--- src/rtl/stopwatch_pkg.sv ---
// Shared BCD constants, digit type and load clamp helper
// for the stopwatch BCD counter.
package stopwatch_pkg;

    localparam int BCD_W = 4;

    typedef logic [BCD_W-1:0] bcd_digit_t;

    localparam bcd_digit_t BCD_MAX = 4'd9;

    function automatic bcd_digit_t clamp_digit(input bcd_digit_t d);
        return (d > BCD_MAX) ? BCD_MAX : d;
    endfunction

endpackage

--- src/rtl/stopwatch_bcd_counter_prescaler.sv ---
// Step prescaler: counts 0..PERIOD-1 while enabled, pauses
// in place when disabled, and flags the terminal count.
module tick_prescaler #(
    parameter int PERIOD = 10
) (
    input  logic clk,
    input  logic rst_n,
    input  logic enable,
    input  logic sync_clr,
    output logic tick
);

    localparam int CW = $clog2(PERIOD);
    localparam logic [CW-1:0] TC = CW'(PERIOD - 1);

    logic [CW-1:0] r_cnt;
    logic          w_tc;

    assign w_tc = (r_cnt == TC);
    assign tick = enable & w_tc;

    always_ff @(posedge clk or negedge rst_n) begin
        if (!rst_n) begin
            r_cnt <= '0;
        end else if (sync_clr) begin
            r_cnt <= '0;
        end else if (enable) begin
            r_cnt <= w_tc ? '0 : r_cnt + 1'b1;
        end
    end

endmodule

--- src/rtl/stopwatch_bcd_counter.sv ---
// Up/down BCD stopwatch with wrap/saturate limit handling.
// Lap display freeze is built only when STOPWATCH_LAP_EN is defined.
module stopwatch_bcd_counter
    import stopwatch_pkg::*;
#(
    parameter int TICKS_1_SECOND   = 100_000_000,
    parameter int STEPS_PER_SECOND = 10,
    parameter int NUM_DIGITS       = 4,
    parameter int WRAP             = 1
) (
    input  logic                        clk,
    input  logic                        rst_n,
    input  logic                        clear,
    input  logic                        start_stop,
    input  logic                        down,
    input  logic                        load,
    input  logic [BCD_W*NUM_DIGITS-1:0] load_value,
    input  logic                        lap,
    output logic                        running,
    output logic [BCD_W*NUM_DIGITS-1:0] digits,
    output logic                        step_pulse,
    output logic                        overflow,
    output logic                        lap_active
);

    localparam int PERIOD = TICKS_1_SECOND / STEPS_PER_SECOND;
    localparam int W      = BCD_W * NUM_DIGITS;

    generate
        if (PERIOD < 2 || NUM_DIGITS < 1) begin : g_bad_cfg
            $error("stopwatch_bcd_counter: step period < 2 or NUM_DIGITS < 1");
        end
    endgenerate

    logic         r_running;
    logic [W-1:0] r_live;
    logic [W-1:0] w_next;
    logic [W-1:0] w_load;
    logic         w_limit;
    logic         w_tick;
    logic         w_presc_clr;

    assign w_presc_clr = clear | load;

    tick_prescaler #(
        .PERIOD(PERIOD)
    ) u_presc (
        .clk     (clk),
        .rst_n   (rst_n),
        .enable  (r_running),
        .sync_clr(w_presc_clr),
        .tick    (w_tick)
    );

    // Ripple carry/borrow; a carry out of the top digit marks the limit.
    always_comb begin
        logic       c;
        bcd_digit_t d;
        c      = 1'b1;
        w_next = r_live;
        for (int i = 0; i < NUM_DIGITS; i++) begin
            d = r_live[i*BCD_W +: BCD_W];
            if (c) begin
                if (down) begin
                    if (d == '0) begin
                        w_next[i*BCD_W +: BCD_W] = BCD_MAX;
                    end else begin
                        w_next[i*BCD_W +: BCD_W] = d - 1'b1;
                        c = 1'b0;
                    end
                end else begin
                    if (d == BCD_MAX) begin
                        w_next[i*BCD_W +: BCD_W] = '0;
                    end else begin
                        w_next[i*BCD_W +: BCD_W] = d + 1'b1;
                        c = 1'b0;
                    end
                end
            end
        end
        w_limit = c;
    end

    always_comb begin
        w_load = '0;
        for (int i = 0; i < NUM_DIGITS; i++) begin
            w_load[i*BCD_W +: BCD_W] = clamp_digit(load_value[i*BCD_W +: BCD_W]);
        end
    end

    always_ff @(posedge clk or negedge rst_n) begin
        if (!rst_n) begin
            r_running <= 1'b0;
        end else begin
            r_running <= r_running ^ start_stop;
        end
    end

    always_ff @(posedge clk or negedge rst_n) begin
        if (!rst_n) begin
            r_live <= '0;
        end else if (clear) begin
            r_live <= '0;
        end else if (load) begin
            r_live <= w_load;
        end else if (w_tick && (WRAP != 0 || !w_limit)) begin
            r_live <= w_next;
        end
    end

    assign running    = r_running;
    assign step_pulse = w_tick & ~clear;
    assign overflow   = w_tick & ~clear & ~load & w_limit;

`ifdef STOPWATCH_LAP_EN
    logic         r_lap_active;
    logic [W-1:0] r_lap_value;

    always_ff @(posedge clk or negedge rst_n) begin
        if (!rst_n) begin
            r_lap_active <= 1'b0;
            r_lap_value  <= '0;
        end else if (clear) begin
            r_lap_active <= 1'b0;
        end else if (lap) begin
            if (!r_lap_active) begin
                r_lap_value <= r_live;
            end
            r_lap_active <= ~r_lap_active;
        end
    end

    assign lap_active = r_lap_active;
    assign digits     = r_lap_active ? r_lap_value : r_live;
`else
    logic w_unused_lap;

    assign w_unused_lap = lap;
    assign lap_active   = 1'b0;
    assign digits       = r_live;
`endif

endmodule

--- config.mk ---
export PLATFORM = sky130hd
export DESIGN_NAME = stopwatch_bcd_counter
export DESIGN_NICKNAME = d
export VERILOG_FILES = /design/src/rtl/stopwatch_pkg.sv /design/src/rtl/stopwatch_bcd_counter_prescaler.sv /design/src/rtl/stopwatch_bcd_counter.sv
export SDC_FILE = /design/constraint.sdc
export NUM_CORES = 1
export LEC_CHECK = 0
export CAP_MARGIN = 0
export CORE_MARGIN = 1.5
export CORE_UTILIZATION = 45
export CTS_BUF_LIST = sky130_fd_sc_hd__clkbuf_16
export CTS_CLUSTER_DIAMETER = 40
export DETAILED_ROUTE_END_ITERATION = 16
export PLACE_DENSITY = 0.75
export SYNTH_ARGS = -nofsm -noshare
export SYNTH_HDL_FRONTEND = slang
export SYNTH_SLANG_ARGS = --single-unit
--- constraint.sdc ---
create_clock -name clk -period 1.9 [get_ports clk]
set_input_delay 0.19 -clock clk [delete_from_list [all_inputs] [get_ports clk]]
set_output_delay 0.19 -clock clk [all_outputs]
set_load 0.03 [all_outputs]
* Yosys cells after proc, flatten, opt, wreduce, memory -nomap -nowiden
Index checks and enable logic that the tools add are counted.
Cells by class: bitwise gates (word level) 8, reductions and logical operators 12, add/subtract/negate cells 9, multiplexer cells 40, magnitude comparators 4, equal/unequal tests 5
Operators with widths (number):
- 4-bit two-way mux | 19
- 24-bit two-way mux | 3
- 16-bit two-way mux | 3
- 24-bit by 1-bit adder with 24-bit output (second input constant) | 1
- 24-bit equality test (second input constant) | 1
- 4-bit by 1-bit adder with 4-bit output (second input constant) | 4
- 4-bit equality test (second input constant) | 4
- 4-bit > comparator (second input constant) | 4
- 4-bit zero test | 4
- 4-bit by 1-bit subtractor with 4-bit output (second input constant) | 4
- 1-bit two-way mux | 15
- 3-bit nonzero test | 4
- 2-bit AND reduction | 3
- 1-bit AND | 4
- 1-bit NOT | 2
- 2-bit nonzero test | 1
- 1-bit OR | 1
- 1-bit XOR | 1
Storage, ports and cells: word-level logic and storage cells 84, input bits 23, register bits after elaboration 41

* Longest topological paths before layout
word-level depth 9, depth in mapped cells 7

* Cells and area by module
A second synthesis with hierarchy kept.
Second synthesis, totals: cell total of the unflattened synthesis 373, area, all modules 3203.1 sq um
By module, submodules not included:
- stopwatch_bcd_counter | area an instance 1786.7 sq um, sequential area each 425.4 sq um, instances 1, cells an instance 225
- tick_prescaler | area an instance 1416.4 sq um, sequential area each 600.6 sq um, instances 1, cells an instance 148

* Least setup slack after synthesis
No wires, ideal clock.
path kind flip-flop to output port, start register r_live[1], in the netlist digits[1], end output overflow, setup slack -509 ps, arrival time 2219 ps, stages on the path, launching flop included 8, path through dfrtp_1 > inv_1 > ha_1 > nand3b_1 > a21oi_1 > nor3b_4 > nand2_1 > nor3_1
On the way: word-level cells in the longest chain between the ends 7, elaborated cells between the ends (all ways) 9, classes of those cells eq/ne (1); mux (6); bitwise (1); reduce/logical (1)
Ends and longest elaborated chain:
- start, declared | line stopwatch_bcd_counter.sv:36 | logic [W-1:0] r_live;
- start signal, assigned | line stopwatch_bcd_counter.sv:105 | r_live <= w_load;
- start signal, assigned | line stopwatch_bcd_counter.sv:107 | r_live <= w_next;
- 4-bit equality test / 4-bit zero test (equally long branches) | line stopwatch_bcd_counter.sv:72, stopwatch_bcd_counter.sv:65
- 1-bit two-way mux, on equally long branches | line stopwatch_bcd_counter.sv:72, stopwatch_bcd_counter.sv:65
- 1-bit two-way mux (*) | line stopwatch_bcd_counter.sv:64 | if (down) begin
- 1-bit two-way mux (*) (3 in series) | line stopwatch_bcd_counter.sv:63 | if (c) begin
- 1-bit AND (*) | line stopwatch_bcd_counter.sv:113 | assign overflow = w_tick & ~clear & ~load & w_limit;
- end, declared | line stopwatch_bcd_counter.sv:22 | output logic overflow,
Every way passes the cells marked *; elsewhere a longest branch is shown, timed or not.

* Final worst setup path
start register u_presc.r_cnt[8], end output overflow
On the way: word-level cells in the longest chain between the ends 5
Ends and longest elaborated chain:
- start, declared | line stopwatch_bcd_counter_prescaler.sv:16 | logic [CW-1:0] r_cnt;
- start signal, assigned | line stopwatch_bcd_counter_prescaler.sv:28 | r_cnt <= w_tc ? '0 : r_cnt + 1'b1;
- 24-bit equality test | line stopwatch_bcd_counter_prescaler.sv:19 | assign w_tc = (r_cnt == TC);
- 1-bit AND | line stopwatch_bcd_counter_prescaler.sv:20 | assign tick = enable & w_tc;
- 1-bit AND (3 in series) | line stopwatch_bcd_counter.sv:113
No other way between the ends.

==> metrics.yaml <==
netlist-cell-type-count: 66
nets: 517
routed_via_density: 6.02
area_delta_synth_final_pct: 49.4
grt_overflow: 0
ys_ff_latch: 41
rrSetupSlack_ns: -0.11
tns_ns: -1.23
multi_input_area_sq_mm: 0.00224
max_cap_viol_count: 0
cts_buffer_depth: 2
r2r-start: "u_presc.r_cnt[8]"
ant_nets: 0
yosysWarnings: 0
vias: 3364
path_delay_family: "simple AND/OR/NAND/NOR gates"
synthArstFlopShare: 1.00
syn_area_sq_mm: 0.00311
num_rows: 30
synth.avg_cell_area_sq_um: 8.61
crit_path_start_kind: "flip-flop"
synth_flop_cell: "dfrtp_1"
yosys.area.top_type: "dfrtp_1"
ir_drop_mv: 0.509
cp_cell_sequence: "nor4_4, nand4_4, nor3b_4, nand2_2, nor3_4, buf_6"
total_power_mw: 3.05
cp.required_ns: 1.71
drtIter0Drc: 249
finalCritPeriodShare: 1.12
fillerInstances: 502
core_area_sq_mm: 0.00672
clkLatencyLatePin_ns: 0.28
synth_edf_count: 0
critical-path-slowest-cell: "nor4_4"
cts_buffers: 5
finalWirelength_um: 9900
cp_max_fo: 2
slew_headroom: 0.661
die-area_sq_mm: 0.00741
grt_pass1_vias: 3229
ff_latch_area_sq_mm: 0.00104
rsz0062_at_grt: "yes"
die_w_um: 86.1
place.detailed.hpwl_um: 6680
cp-end-kind: "primary output"
worst_r2r_endpoint: "digits[0]"
ys_top_cells_by_area: "dfrtp_1 (33%), ha_1 (6.4%), nor2_1 (4.3%)"
drive_gt1_frac: 0.311
hold_viol: 0
gp_congestion: 0.872
wire_per_inst_um: 17.7
path_class: "flip-flop to primary output"
setup_viol: 18
io_pins: 43
path_buf_inv: 1
max_freq_mhz: 469
critPathMaxStageDelay_ns: 0.41
hold_path.class: "input pin to async pin"
initial_utilization: 0.463
r2r_cells: 7
fin_crit_ns: 2.13
grt_pass1_wl_um: 15300
status: "finished with violations"
h-tree-depth: 2
n_antenna_cell: 0
grt_max_degree: 20
violations: "setup timing"
synth_top_area_share: 0.330
power_leakage_nw: 1.99
cts.clk_slew.worst_paths_ns: 0.06
clock-sinks: 41
grtUsageTotal: 0.260
clock-skew-final_ns: 0.00505
first_pass_iters: 5
die_h_um: 86.1
crit_arrival_ns: 1.94
root_buffer: "clkbuf_16"
syn_inst: 361
p_per_area_mw_per_mm2: 658
hold_slack_ns: 0.305
antenna_found_initial: 0
setup_ws_ns: -0.231
cts_tree: "built"
yosysSeqAreaShare: 0.330
drv_slew: 0
tightest_slew_ns: 0.495
port_buffers: 40
drc: 0
syn-num-nets: 400
kinds of logic (layout without fill, tap and decap cells):
kind of cell,Yosys count,count (layout),synth area share
simple gates,148,148,0.267
compound gates,93,93,0.202
flops,41,41,0.330
buf+inv,31,149,0.0399
xor+xnor,18,18,0.0507
fa+ha+maj,16,16,0.0644
mux,13,13,0.0451
other cells,1,1,0.00121
metal layers:
layer | GRT usage | wire [um] | share of wire | vias up
met5 | 0 | 0 | 0 | -
met4 | 0.101 | 362 | 0.037 | 0
met3 | 0.0375 | 422 | 0.043 | 38
met2 | 0.477 | 5190 | 0.52 | 133
met1 | 0.305 | 3920 | 0.40 | 1629
li1 | - | - | - | 1564
Yosys cell counts, types with 8 or more instances:
library cell  count
dfrtp_1          41
nor2_1           36
nand2_1          27
a21oi_1          22
inv_1            17
o21ai_0          17
ha_1             16
nand3_1          15
nor3_1           12
nand2b_1         11
a31oi_1          10
xnor2_1          10
clkbuf_1          9
xor2_1            8
layout by cell type (no fill, tap or decap), types with 10 or more instances in the layout:
master / netlist / final
buf_4: 1 / 82
clkdlybuf4s50_1: 0 / 36
nor2_1: 36 / 35
dfrtp_1: 41 / 33
nand2_1: 27 / 26
o21ai_0: 17 / 17
a21oi_1: 22 / 17
inv_1: 17 / 14
nand3_1: 15 / 14
nand2b_1: 11 / 11
nor3_1: 12 / 10
xnor2_1: 10 / 10
a31oi_1: 10 / 10
state kept, by name, indices dropped and copies added, names as in the netlist:
name,flops
running,1
digits,16
u_presc.r_cnt,24
through the flow:
| step | cell area, sq um | utilization | setup WS (ns) | instances |
|---|---|---|---|---|
| floorplan | 3190 | - | -0.0421 | 361 |
| global placement | 4150 | 0.617 | -0.197 | 537 |
| detailed placement | 4150 | 0.617 | -0.239 | 537 |
| CTS | 4490 | 0.668 | -0.141 | 552 |
| global route | 4640 | 0.691 | -0.253 | 559 |
| finish | 4640 | 0.691 | -0.231 | 559 |
worst max-delay path by stage:
stage / start / end / slack [ns] / cells past startpoint
2_1_floorplan: digits[0] / overflow / -0.04 / 7
3_3_place_gp: down / digits[15] / -0.20 / 8
3_5_place_dp: down / overflow / -0.24 / 8
4_1_cts: u_presc.r_cnt[17] / overflow / -0.14 / 6
5_1_grt: u_presc.r_cnt[8] / overflow / -0.25 / 6
6_report: u_presc.r_cnt[8] / overflow / -0.23 / 6
where the power goes:
part	leakage, nW	internal (mW)	total, mW	switching (mW)
sequential	0.544	0.931	1.02	0.0855
clock	0.0850	0.613	0.961	0.348
combinational	1.37	0.510	1.08	0.565
area by class of cell:
cell class / count / share of cell area
multi-input combinational: 289 / 0.483
sequential: 41 / 0.223
timing repair buffer: 124 / 0.223
clock buffer: 5 / 0.0269
tap: 80 / 0.0216
inverter: 17 / 0.0143
clock inverter: 3 / 0.00835
repair_timing:
action,in CTS,in global routing
hold endpoints to repair,8,0
buffers inserted,6,9
hold buffers,1,0
setup endpoints to repair,16,31
pin swaps,7,12
gates resized for setup,26,21
Power figures use the tool's default switching activity.
==> variant 1: new RTL, same flow settings <==
Change the parameter `TICKS_1_SECOND` from 100_000_000 to 50_000_000.
--- a/src/rtl/stopwatch_bcd_counter.sv
+++ b/src/rtl/stopwatch_bcd_counter.sv
@@ -3,7 +3,7 @@
 module stopwatch_bcd_counter
     import stopwatch_pkg::*;
 #(
-    parameter int TICKS_1_SECOND   = 100_000_000,
+    parameter int TICKS_1_SECOND   = 50_000_000,
     parameter int STEPS_PER_SECOND = 10,
     parameter int NUM_DIGITS       = 4,
     parameter int WRAP             = 1
Function: no difference found for any inputs over 10 cycles, from zero or initial values and one cycle with rst_n low; that may be too few to reach the edited logic, so the function may still have changed.
==> variant 1 against the unedited design <==
The run still ends with setup timing left. Worst setup slack lost 0.47 ns. Sequential cell count down 1. Power decreased by 5.7%. Final area rose by 5.4%. Synthesized area barely moved. Routed wire length up 9.9%. Utilization up 3.7 points. Die area about the same. Sequential share of layout area shrank 1.7 points. Largest cell class unchanged.
==> variant 1: results (changes against the unedited design) <==
outcome:
  outcome: "finished, violations left"
  violations: "setup timing"
placement:
  place.gp.congestion: 0.911  # +4.4%
  place_hpwl_mm: 7.16  # +7.2%
  port_buffers: 40  # unchanged
  post-place-ws_ns: -0.706  # -0.468 ns
power:
  irDropWorstVdd_mv: 0.428  # -16%
  p_sw_share_pct: 32.7  # about the same
  leakage_nw: 2.08  # +4.0%
critical_path:
  path_max_fanout: 3  # +1
  crit_arrival_ns: 2.41  # +0.47 ns
  startpoint: "digits[4]"
  cp_slowest_cell: "dfrtp_2"
  cp_slowest_stage_delay_ns: 0.46  # +0.05 ns
  reg2reg_from: "u_presc.r_cnt[10]"
global_routing:
  gr-usage-met1_pct: 32.8  # +2.2 points
  grtUsageMet2_pct: 50.4  # +2.7 points
  antenna_found_initial: 1  # +1
  grt_pass1_wl_mm: 16.5  # +8.4%
  use_met3_pct: 5.20  # +1.4 points
  grt_usage_pct: 28.2  # +2.2 points
  grt_max_degree: 19  # -5.0%
  grt_overflow_total: 0  # unchanged
timing:
  finalSetupViolations: 39  # +21
  clock_skew_ns: 0.0110  # +0.00597 ns
  setup_tns_ns: -17.17  # -15.93 ns
  layout_setup_ws_ns: -0.702  # -0.471 ns
finish:
  fillers: 455  # -9.4%
  largest_reg_flops: 23  # -4.2%
  final_layout_size_suffix_gt1_share_pct: 36.0  # +4.9 points
  final_nets: 541  # +4.6%
route:
  drc_errors: 0  # unchanged
  vias: 3592  # +6.8%
  drtIter0Drc: 316  # +27%
yosys:
  synth_area_leaders: "dfrtp_1 32%, ha_1 5.2%, o21ai_0 4.0%"
  ys_warn_count: 0  # unchanged
  yosysUniqueCellTypes: 67  # +1.5%
  ys_seq_area_share_pct: 32.2  # -0.82 points
  synth_fp_nets: 406  # +1.5%
  synth.top_cells.by_count: "40 x dfrtp_1, 31 x nor2_1, 25 x o21ai_0"
## variant 1: changes by cell type after synthesis, moves of 4 or more
cell,delta
a21oi_1,-5
inv_1,+4
o21ai_0,+8
clkbuf_1,+5
a32oi_1,+4
nor4_1,+5
mux2_1,-6
nor2_1,-5
nor4b_1,+4
xnor2_1,-5
and3_1,+4
a2111oi_0,-4
## variant 1: cells by family after synthesis
group | count (synthesis) | share of synthesized area [%]
AOI/OAI and AO/OA | 94 | 20.0
adders and majority gates | 13 | 5.23
xor gates and xnor gates | 16 | 4.51
DFF | 40 | 32.2
and+or+nand+nor | 155 | 29.5
muxes | 9 | 2.98
other | 1 | 0.121
buffers and inverters | 42 | 5.51
## variant 1: repair_timing
item / in CTS / in global routing
hold buffers: 1 / 0
hold endpoints to repair: 7 / 0
gates resized for setup: 31 / 50
pin swaps: 8 / 19
endpoints found under the setup margin: 39 / 40
cloned: 1 / 0
buffers inserted: 5 / 5
## variant 1: cell type report
cell class,count,area share (%)
well taps,80,2.05
multi-input cells,288,46.5
flip-flops and latches,40,20.6
repair buffers,148,25.7
inverters,22,1.74
clock inverters,3,0.869
clock buffers,5,2.56
## variant 1: worst paths after layout
check,slack [ns],depth (start not counted),end
worst min register to register,0.60,1,u_presc.r_cnt[6]
worst max register to register,-0.59,8,u_presc.r_cnt[11]
worst min-delay path,0.29,2,digits[5]
max in group asynchronous,1.09,3,digits[7]
worst max-delay path,-0.70,8,overflow
min in group clk,0.49,2,running
## variant 1: power by group through the flow
| stage | Combinational (W) | Clock, W | Sequential, W |
|---|---|---|---|
| detailed placement | 0.000813 | 0 | 0.000953 |
| finish | 0.000947 | 0.000987 | 0.000945 |
| global route | 0.00100 | 0.00103 | 0.000947 |
| CTS | 0.000869 | 0.000988 | 0.000940 |
| global placement | 0.000795 | 0 | 0.000951 |
| floorplan | 0.000336 | 0 | 0.00104 |
## variant 1: worst max-delay path: cells and delay by family (launching register included)
kind            cells  cell delay, ns
compound gates      1            0.38
fa+ha+maj           1            0.13
buf+inv             2            0.28
flops               1            0.46
simple gates        4            0.87
## variant 1: metal layers
metal	routed length [µm]	up-vias
met5	13	-
met4	382	2
met3	705	41
met2	5540	185
met1	4240	1713
li1	-	1651
## variant 1: per-stage QoR
stage	instance area [µm²]	total power, W	utilization, %	std cells
2_1_floorplan	3180	0.00137	-	370
4_1_cts	4680	0.00280	69.6	583
6_report	4890	0.00288	72.8	586
5_1_grt	4890	0.00298	72.8	586
3_5_place_dp	4320	0.00177	64.4	569
3_3_place_gp	4320	0.00175	64.4	569
==> variant 2: new RTL, same settings <==
Made on the original files. Put a register stage on the outputs `step_pulse` and `overflow`, with the module's reset. The values now appear one clock later. The other outputs are not delayed to match.
--- a/src/rtl/stopwatch_bcd_counter.sv
+++ b/src/rtl/stopwatch_bcd_counter.sv
@@ -109,8 +109,15 @@
     end
 
     assign running    = r_running;
-    assign step_pulse = w_tick & ~clear;
-    assign overflow   = w_tick & ~clear & ~load & w_limit;
+    always_ff @(posedge clk or negedge rst_n) begin
+        if (!rst_n) begin
+            step_pulse <= '0;
+            overflow   <= '0;
+        end else begin
+            step_pulse <= w_tick & ~clear;
+            overflow   <= w_tick & ~clear & ~load & w_limit;
+        end
+    end
 
 `ifdef STOPWATCH_LAP_EN
     logic         r_lap_active;
Check against the original RTL: no difference found for any inputs over 10 cycles, from zero or initial values and one cycle with rst_n low; that may be too few to reach the edited logic, so the function may still have changed.
==> variant 2 against the unedited design <==
Power decreased by 3.1%. Clock skew decreased by 0.0012 ns. Routed wire length decreased by 5.4%. The flow still finishes with violations (setup timing). Synthesized cell count increased by 0.55%. Sequential cell count increased by 2. Fmax increased by 9.5%. Worst setup slack improved by 0.18 ns. Combinational power decreased by 4%. Via count decreased by 2.6%. Final area decreased by 2.2%. Synthesized area increased by 1.6%.
==> variant 2: results (changes against the unedited design) <==
critical_path:
  path_max_fanout: 4  # +2
  crit_arrival_ns: 2.13  # +0.19 ns
  regToRegEndpoint: "digits[14]"
  startpoint: "u_presc.r_cnt[8]"
  rr_worst_depth: 5  # -2
global_routing:
  gr-usage-met1_pct: 31.3  # +0.74 points
  grt_max_degree: 23  # +15%
  antenna_found_initial: 0  # unchanged
  use_met3_pct: 3.71  # -0.039 points
  grt_pass1_wl_mm: 15.4  # +1.2%
  grt_usage_pct: 26.0  # -0.028 points
  grtUsageMet2_pct: 46.6  # -1.1 points
  grt_pass1_vias: 3261  # +0.99%
yosys:
  synth.top_cells.by_count: "43 x dfrtp_1, 36 x nor2_1, 27 x nand2_1"
  yosysUniqueCellTypes: 66  # unchanged
  synthCells: 363  # +0.55%
  synth-main-ff-cell: "dfrtp_1"
  synth_fp_nets: 402  # +0.50%
  ys_seq_area_share_pct: 34.1  # +1.1 points
  synth_area_leaders: "dfrtp_1 34%, ha_1 6.3%, nor2_1 4.3%"
finish:
  final_nets: 513  # -0.77%
  antenna_cells: 0  # unchanged
  final_cells: 571  # +2.1%
  final_layout_size_suffix_gt1_share_pct: 27.8  # -3.3 points
  largest_reg_flops: 24  # unchanged
clocking:
  clk_latency_ns: 0.29
  h-tree-depth: 2  # unchanged
  post_cts_resized: 3  # -88%
  clk_path_buf_depth: 2  # unchanged
  postCtsSetupRepairBufs: 3  # -3
  cts-root-buf: "clkbuf_16"
  cts_buffers: 5  # unchanged
outcome:
  outcome: "finished, violations left"
  violations: "setup timing"
power:
  irDropWorstVdd_mv: 0.398  # -22%
  leakage_nw: 1.93  # -3.4%
placement:
  place_hpwl_mm: 6.95  # +4.2%
  place.gp.congestion: 0.944  # +8.3%
  dpl.cell_count: 558  # +3.9%
timing:
  clock_skew_ns: 0.00388  # -0.00117 ns
  finalSetupViolations: 6  # -12
  relSlewSlack_pct: 62.4  # -3.8 points
  period_needed_ns: 1.95  # -0.185 ns
  layout_setup_ws_ns: -0.0467  # +0.185 ns
route:
  vias_per_cell: 5.74  # -4.6%
  routedWlPerCell_um: 16.4  # -7.3%
  drtIter0Drc: 199  # -20%
  firstDrtPassIters: 7  # +2
-- variant 2: through the flow --
stage	area, µm²	hold WS [ns]	setup slack (ns)	TNS, ns
floorplan	3230	-0.106	-0.0394	-0.158
global placement	4240	0.208	-0.141	-1.58
detailed placement	4240	0.215	-0.193	-2.99
CTS	4430	0.444	-0.0152	-0.0364
global route	4540	0.479	-0.139	-1.17
finish	4540	0.424	-0.0467	-0.148
-- variant 2: cell families after synthesis --
group / synth area share [%]
and+or+nand+nor: 26.3
AOI/OAI and AO/OA: 19.9
DFF: 34.1
buffers and inverters: 3.92
xor gates and xnor gates: 4.99
adders and majority gates: 6.34
muxes: 4.44
other: 0.119
-- variant 2: per-layer routing --
metal	vias up	routed length, µm
met5	-	0
met4	0	201
met3	19	327
met2	101	4820
met1	1598	4020
li1	1559	-
-- variant 2: power breakdown --
part	switching (W)	internal (W)
combinational	0.000538	0.000499
clock	0.000384	0.000481
sequential	0.0000841	0.000971
-- variant 2: worst max-delay path, stage by stage (launching register included) --
cell and delay [ns]:
dfrtp_1 0.43, nor4_4 0.37, nand4_2 0.19, nor3b_4 0.35
a31oi_4 0.17, mux2_4 0.33
-- variant 2: layout make-up --
cell class	count	area (µm²)
Tap cell	96	120
Sequential cell	43	1080
Fill cell	522	2250
Clock buffer	5	125
Timing Repair Buffer	118	1000
Multi-Input combinational cell	289	2130
Inverter	17	66.3
Clock inverter	3	16.3
-- variant 2: worst max path at each step --
stage | to | slack (ns) | cells after the start
global route | digits[15] | -0.14 | 5
floorplan | digits[15] | -0.04 | 7
detailed placement | u_presc.r_cnt[9] | -0.19 | 7
CTS | digits[14] | -0.02 | 7
finish | digits[14] | -0.05 | 5
global placement | digits[13] | -0.14 | 6
